<file path="config.mk">
export PLATFORM = sky130hd
export DESIGN_NAME = shift_pair_unit
export DESIGN_NICKNAME = d
export VERILOG_FILES = /design/src/rtl/shift_pair_unit.sv
export SDC_FILE = /design/constraint.sdc
export NUM_CORES = 1
export LEC_CHECK = 0
export ABC_AREA = 1
export CORE_ASPECT_RATIO = 0.6
export CORE_MARGIN = 10
export CORE_UTILIZATION = 40
export CTS_CLUSTER_DIAMETER = 40
export CTS_CLUSTER_SIZE = 8
export DETAILED_ROUTE_END_ITERATION = 7
export MAX_ROUTING_LAYER = met4
export PLACE_DENSITY_LB_ADDON = 0.2
export SLEW_MARGIN = 30
export SYNTH_ARGS = -nofsm -noshare
export SYNTH_HDL_FRONTEND = slang
export SYNTH_SLANG_ARGS = --single-unit
</file>
<file path="constraint.sdc">
create_clock -name Clk -period 1.05 [get_ports Clk]
set_input_delay 0.21 -clock Clk [delete_from_list [all_inputs] [get_ports Clk]]
set_output_delay 0.21 -clock Clk [all_outputs]
set_load 0.02 [all_outputs]
</file>
<file path="src/rtl/shift_pair_unit.sv">
// Multi-cycle shifter over the register pair {A,B}: one bit position per cycle,
// with logical, arithmetic, rotate and serial-in fill modes in either direction.
module shift_pair_unit #(
   parameter int WIDTH = 8,
   localparam int SW = $clog2(2*WIDTH+1)
) (
   input  logic             Clk,
   input  logic             Reset,
   input  logic             Ld_A,
   input  logic             Ld_B,
   input  logic [WIDTH-1:0] D_in,
   input  logic             Start,
   input  logic             Dir,
   input  logic [1:0]       Mode,
   input  logic [SW-1:0]    Shamt,
   input  logic             Ser_In,
   output logic [WIDTH-1:0] A,
   output logic [WIDTH-1:0] B,
   output logic             Ser_Out,
   output logic             Busy,
   output logic             Done
);

   localparam logic [1:0] IDLE  = 2'd0;
   localparam logic [1:0] SHIFT = 2'd1;
   localparam logic [1:0] DONE  = 2'd2;

   localparam logic [SW-1:0] MAX_SH = SW'(2*WIDTH);

   logic [1:0]         state;
   logic [WIDTH-1:0]   a_q, b_q;
   logic [SW-1:0]      cnt;
   logic               dir_q;
   logic [1:0]         mode_q;
   logic [SW-1:0]      sh_clamped;
   logic               fill;
   logic [2*WIDTH-1:0] cat, shifted;

   assign sh_clamped = (Shamt > MAX_SH) ? MAX_SH : Shamt;

   always_comb begin
      fill = 1'b0;
      if (!dir_q) begin
         case (mode_q)
            2'b01:   fill = a_q[WIDTH-1];
            2'b10:   fill = b_q[0];
            2'b11:   fill = Ser_In;
            default: fill = 1'b0;
         endcase
      end else begin
         case (mode_q)
            2'b10:   fill = a_q[WIDTH-1];
            2'b11:   fill = Ser_In;
            default: fill = 1'b0;
         endcase
      end
      cat     = {a_q, b_q};
      shifted = dir_q ? {cat[2*WIDTH-2:0], fill} : {fill, cat[2*WIDTH-1:1]};
   end

   always_ff @(posedge Clk) begin
      if (Reset) begin
         state  <= IDLE;
         a_q    <= '0;
         b_q    <= '0;
         cnt    <= '0;
         dir_q  <= 1'b0;
         mode_q <= 2'b00;
      end else begin
         case (state)
            IDLE: begin
               // A load in the same cycle as Start wins; Start is dropped.
               if (Ld_A || Ld_B) begin
                  if (Ld_A) a_q <= D_in;
                  if (Ld_B) b_q <= D_in;
               end else if (Start) begin
                  dir_q  <= Dir;
                  mode_q <= Mode;
                  cnt    <= sh_clamped;
                  state  <= (sh_clamped != '0) ? SHIFT : DONE;
               end
            end
            SHIFT: begin
               {a_q, b_q} <= shifted;
               cnt        <= cnt - SW'(1);
               if (cnt == SW'(1)) state <= DONE;
            end
            DONE:    state <= IDLE;
            default: state <= IDLE;
         endcase
      end
   end

   assign A       = a_q;
   assign B       = b_q;
   assign Busy    = (state == SHIFT);
   assign Done    = (state == DONE);
   assign Ser_Out = (state != IDLE && dir_q) ? a_q[WIDTH-1] : b_q[0];

endmodule

</file>
# Yosys cells after proc, flatten, opt, wreduce, memory -nomap -nowiden
# Cells that the tools add are included.
[word_totals]
wordCells = 52
ff_bits = 26
output_inout_bits = 19
[op_classes]
eq_ne = 12
muxes = 20
n_lt_le_gt_ge = 1
n_bitwise = 1
n_reduce_logical = 11
addsub = 1
[ops]
columns = ["operator", "count"]
rows = [
  ["$mux 8", 4],
  ["$pmux 8 s2", 2],
  ["$mux 16", 1],
  ["$mux 5", 3],
  ["$reduce_and 3->1", 5],
  ["$ne 2x2->1 const B", 5],
  ["$pmux 5 s2", 1],
  ["$mux 2", 4],
  ["$eq 2x2->1 const B", 3],
  ["$eq 5x1->1 const B", 1],
  ["$gt 5x5->1 const B", 1],
  ["$reduce_bool 5->1", 1],
  ["$sub 5x1->5 const B", 1],
  ["$eq 2x1->1 const B", 2],
  ["$pmux 2 s2", 1],
  ["$reduce_bool 2->1", 2],
  ["$pmux 1 s3", 1],
  ["$logic_not 2->1", 1],
  ["$mux 1", 2],
  ["$ne 2x1->1 const B", 1],
  ["$pmux 1 s2", 1],
  ["$logic_and 1x1->1", 1],
  ["$logic_or 1x1->1", 1],
  ["$not 1->1", 1],
]

# Logic depth before layout (Yosys ltp)
[depth]
word_depth = 7
mapped_depth = 8
ltp_nobuf = 8

# Least setup slack after synthesis
# OpenSTA, ideal clock, no wires.
[synth_timing]
path_kind = "reg-to-output"
start = "register dir_q"
end = "output Ser_Out"
path_slack_ns = -0.391
arrival_time_ns = 1.231
path_stages_with_launch = 5
cell_sequence = "dfxtp_1 -> buf_2 -> buf_2 -> o21ai_0 -> o21ai_0"
[synth_between]
elab_chain_cells = 2
[synth_rtl]
columns = ["element", "line", "rtl"]
rows = [
  ["start: declaration", "33", "logic dir_q;"],
  ["start signal: assignment", "77", "dir_q <= Dir;"],
  ["$logic_and 1x1->1", "98", "assign Ser_Out = (state != IDLE && dir_q) ? a_q[WIDTH-1] : b_q[0];"],
  ["$mux 1", "98", ""],
  ["end: declaration", "19", "output logic Ser_Out,"],
]
# No other way between the ends.

# Worst setup path in the final report
[layout_timing]
start = "register state[1]"
end = "output Busy"
[layout_between]
elab_chain_cells = 1
[layout_rtl]
columns = ["element", "line", "rtl"]
rows = [
  ["start: declaration", "30", "logic [1:0] state;"],
  ["start signal: assignment", "80", "state <= (sh_clamped != '0) ? SHIFT : DONE;"],
  ["$eq 2x1->1", "96", "assign Busy = (state == SHIFT);"],
  ["end: declaration", "20", "output logic Busy,"],
]
# No other way between the ends.

==> results by group <==
Synth
  • Mean Syn Cell Area: 6.61 um^2
  • Register area share after synthesis: 0.347
  • Adder-Cell Fraction of Synth Area: 0.0167
  • Syn_nets: 251
  • Compound-Gate Fraction of Synth Area: 0.276
  • Xor/xnor cell area share of the yosys netlist: 0
  • Synth Area in Simple Gates: 0.261
  • Synth Cell Area: 1500 um^2
  • Yosys warns: 0
  • Synth unique cells: 25
  • Main combinational cell family by area after synthesis: compound AO/OA/AOI/OAI gates
  • Post-synthesis sequential element count: 26
  • Multiplexer share of the synthesized area: 0
  • Synthesized instance count: 227

Floorplan
  • Starting density of the core: 0.413
  • Total die area: 6680 um^2
  • # IOs: 41
  • Core footprint: 3640 um^2
  • Die H: 67.5 um
  • Width of the die: 99.1 um
  • Rows: 17

Place
  • Final HPWL DP: 3.66 mm
  • Routability cong.: 0.866
  • DP Area: 2230 um^2
  • Place WS: -440 ps
  • Port buffer count: 40
  • Inst Count DP: 343

Finish
  • FF+latch area: 537 um^2
  • Antenna diodes: 0
  • Area delta synth->final: 68.3%
  • Fill count: 278
  • Layout cells sized above 1: 0.418
  • Multi-input gate area: 1030 um^2
  • Final Util: 0.695
  • Design area: 2530 um^2
  • Final Net Count: 329
  • Layout Cells excl Fill: 351

Clock network
  • Num CTS Buffers: 3
  • Reg clk slew, reported paths: 90 ps
  • Clock tree buffer depth: 2
  • Later-pin clock latency in the skew report: 280 ps
  • Htree depth: 1
  • CTS sink cnt: 26
  • Hold_buf cts: 0
  • TritonCTS clock tree: yes
  • Root Driver: clkbuf_8

Setup path
  • Worst path required time: 840 ps
  • Crit-path cells: buf_12, nor2_4, buf_6
  • Crit-path max FO: 3
  • Worst Setup End Kind: output port
  • Crit start category: flop
  • Worst path top cell family by delay: flip-flops
  • Slowest-stage cell, CP: dfxtp_4
  • CP arrival: 1090 ps
  • CP bufs+invs: 2
  • Max incr delay on CP: 370 ps
  • Critical path type: flop to output port

Timing
  • Final WS setup: -255 ps
  • Final setup viols: 30
  • Tmin final: 1300 ps
  • Slew headroom: 0.845
  • Worst clock skew: 5.60 ps
  • Max-slew violations: 0
  • Final hold slack: 484 ps
  • Final period utilization: 1.24
  • RSZ-0062 raised after global routing: yes
  • Final hold violations: 0
  • Tightest Pin Transition: 231 ps
  • Fmax: 766 MHz

Drt
  • Via count: 1889
  • Vias/cell: 5.38
  • Initial drt markers: 222
  • Avg WL per Cell: 16.2 um
  • Final wirelength: 5.69 mm
  • TritonRoute pass-1 iters: 5
  • Final ANT Viol Nets: 0
  • DRC: 0

Global routing
  • Initial antenna violation count: 0
  • First-pass GRT wire length: 8.99 mm
  • Largest net degree at the start of global routing: 22
  • Total track usage: 0.168
  • Gr ovfl total: 0
  • Vias in the first global route: 1793

Hold path
  • Worst hold path class: flop to flop

Power
  • Cell Pwr Density: 1150 nW/um^2
  • Peak supply drop: 0.000744 V
  • Leakage power: 1.04 nW

Outcome
  • Outcome: finished, violations left
  • Failing checks: negative setup slack

Job
  • Maxcap violations: 0
[worst register-to-register path: cells and delay by family, from the launching register on]
kind                   cells  cell delay, ps
AO/OA/AOI/OAI              2             230
buffers and inverters      4             460
AND/OR/NAND/NOR            2             160
flip-flops                 1             370
[where the power goes]
group	internal (mW)	switching, mW	total (mW)
Sequential	1.07	0.0623	1.13
Combinational	0.447	0.561	1.01
Clock	0.415	0.344	0.759
Total	1.93	0.967	2.90
[metal layers]
layer,wire (um),GRT usage,share of wire,vias to the layer above
li1,-,-,-,921
met5,0,-,0,-
met1,2620,0.210,0.46,864
met2,2470,0.263,0.43,92
met3,470,0.0550,0.083,12
met4,128,0.0320,0.023,0
[cell usage in the layout, fill, tap and decap left out, drive strengths merged]
| cell type | n |
|---|---|
| buf | 59 |
| o21ai | 43 |
| nor2 | 40 |
| a21oi | 33 |
| nand2 | 30 |
| dfxtp | 26 |
| inv | 24 |
| clkdlybuf4s50 | 21 |
| nand3 | 13 |
| nand4 | 4 |
| clkbuf | 4 |
| o211ai | 2 |
| ha | 2 |
| clkinv | 1 |
| o21bai | 1 |
| nor3 | 1 |
[path summary, 6_finish.rpt]
path / start / endpoint / slack [ps] / cells past startpoint
setup / recovery: state[1]$_SDFFE_PP0P_ / Busy / -250 / 3
hold reg to reg: cnt[4]$_SDFFE_PP0P_ / cnt[4]$_SDFFE_PP0P_ / 480 / 2
setup reg to reg: state[1]$_SDFFE_PP0P_ / B[2]$_SDFFE_PP0P_ / -230 / 8
hold / removal: cnt[4]$_SDFFE_PP0P_ / cnt[4]$_SDFFE_PP0P_ / 480 / 2
[synth_stat cells]
cell type / n / area share
nand4_1: 4 / 0.017
buf_4: 1 / 0.0050
buf_6: 1 / 0.0075
dfxtp_1: 26 / 0.35
o21bai_1: 1 / 0.0050
o21ai_1: 10 / 0.033
a21oi_1: 32 / 0.11
o211ai_1: 2 / 0.010
nand3_1: 13 / 0.043
nor2_1: 38 / 0.095
nand2_1: 24 / 0.060
clkbuf_1: 2 / 0.0050
buf_8: 1 / 0.010
nand2_4: 2 / 0.015
nand2_2: 3 / 0.013
nor2_2: 1 / 0.0042
a21oi_2: 1 / 0.0058
inv_1: 22 / 0.055
nor2_4: 1 / 0.0075
inv_2: 3 / 0.0075
nor3_2: 1 / 0.0067
o21ai_2: 2 / 0.012
buf_2: 3 / 0.010
ha_1: 2 / 0.017
o21ai_0: 31 / 0.10
[cell type report]
cell class	count	area share
inverters	25	0.0431
multi-input cells	169	0.409
repair buffers	80	0.286
flip-flops and latches	26	0.212
well taps	47	0.0233
clock buffers	4	0.0262
[cell families (layout without fill, tap and decap cells)]
logic type,Yosys count,after routing
buffers and inverters,33,109
DFF,26,26
adders and majority gates,2,2
and+or+nand+nor,87,88
AOI/OAI and AO/OA,79,79
[sequential cells by signal, indices dropped and copies added (netlist names)]
register  count
B             8
mode_q        2
A             8
cnt           5
state         2
dir_q         1
[through the flow]
| step | TNS [ps] | power (mW) |
|---|---|---|
| global placement | -11400 | 2.02 |
| CTS | -3850 | 2.84 |
| floorplan | -9.48 | 1.59 |
| finish | -4750 | 2.90 |
| detailed placement | -11720 | 2.03 |
| global route | -6350 | 3.02 |
[what timing repair did]
item / CTS / global route
setup endpoints to repair: 45 / 34
cloned: 4 / 0
setup buffers: 1 / 1
resized for setup: 146 / 30
pin swaps: 13 / 13
hold endpoints to repair: 0 / 0
(Power assumes the default switching activity.)
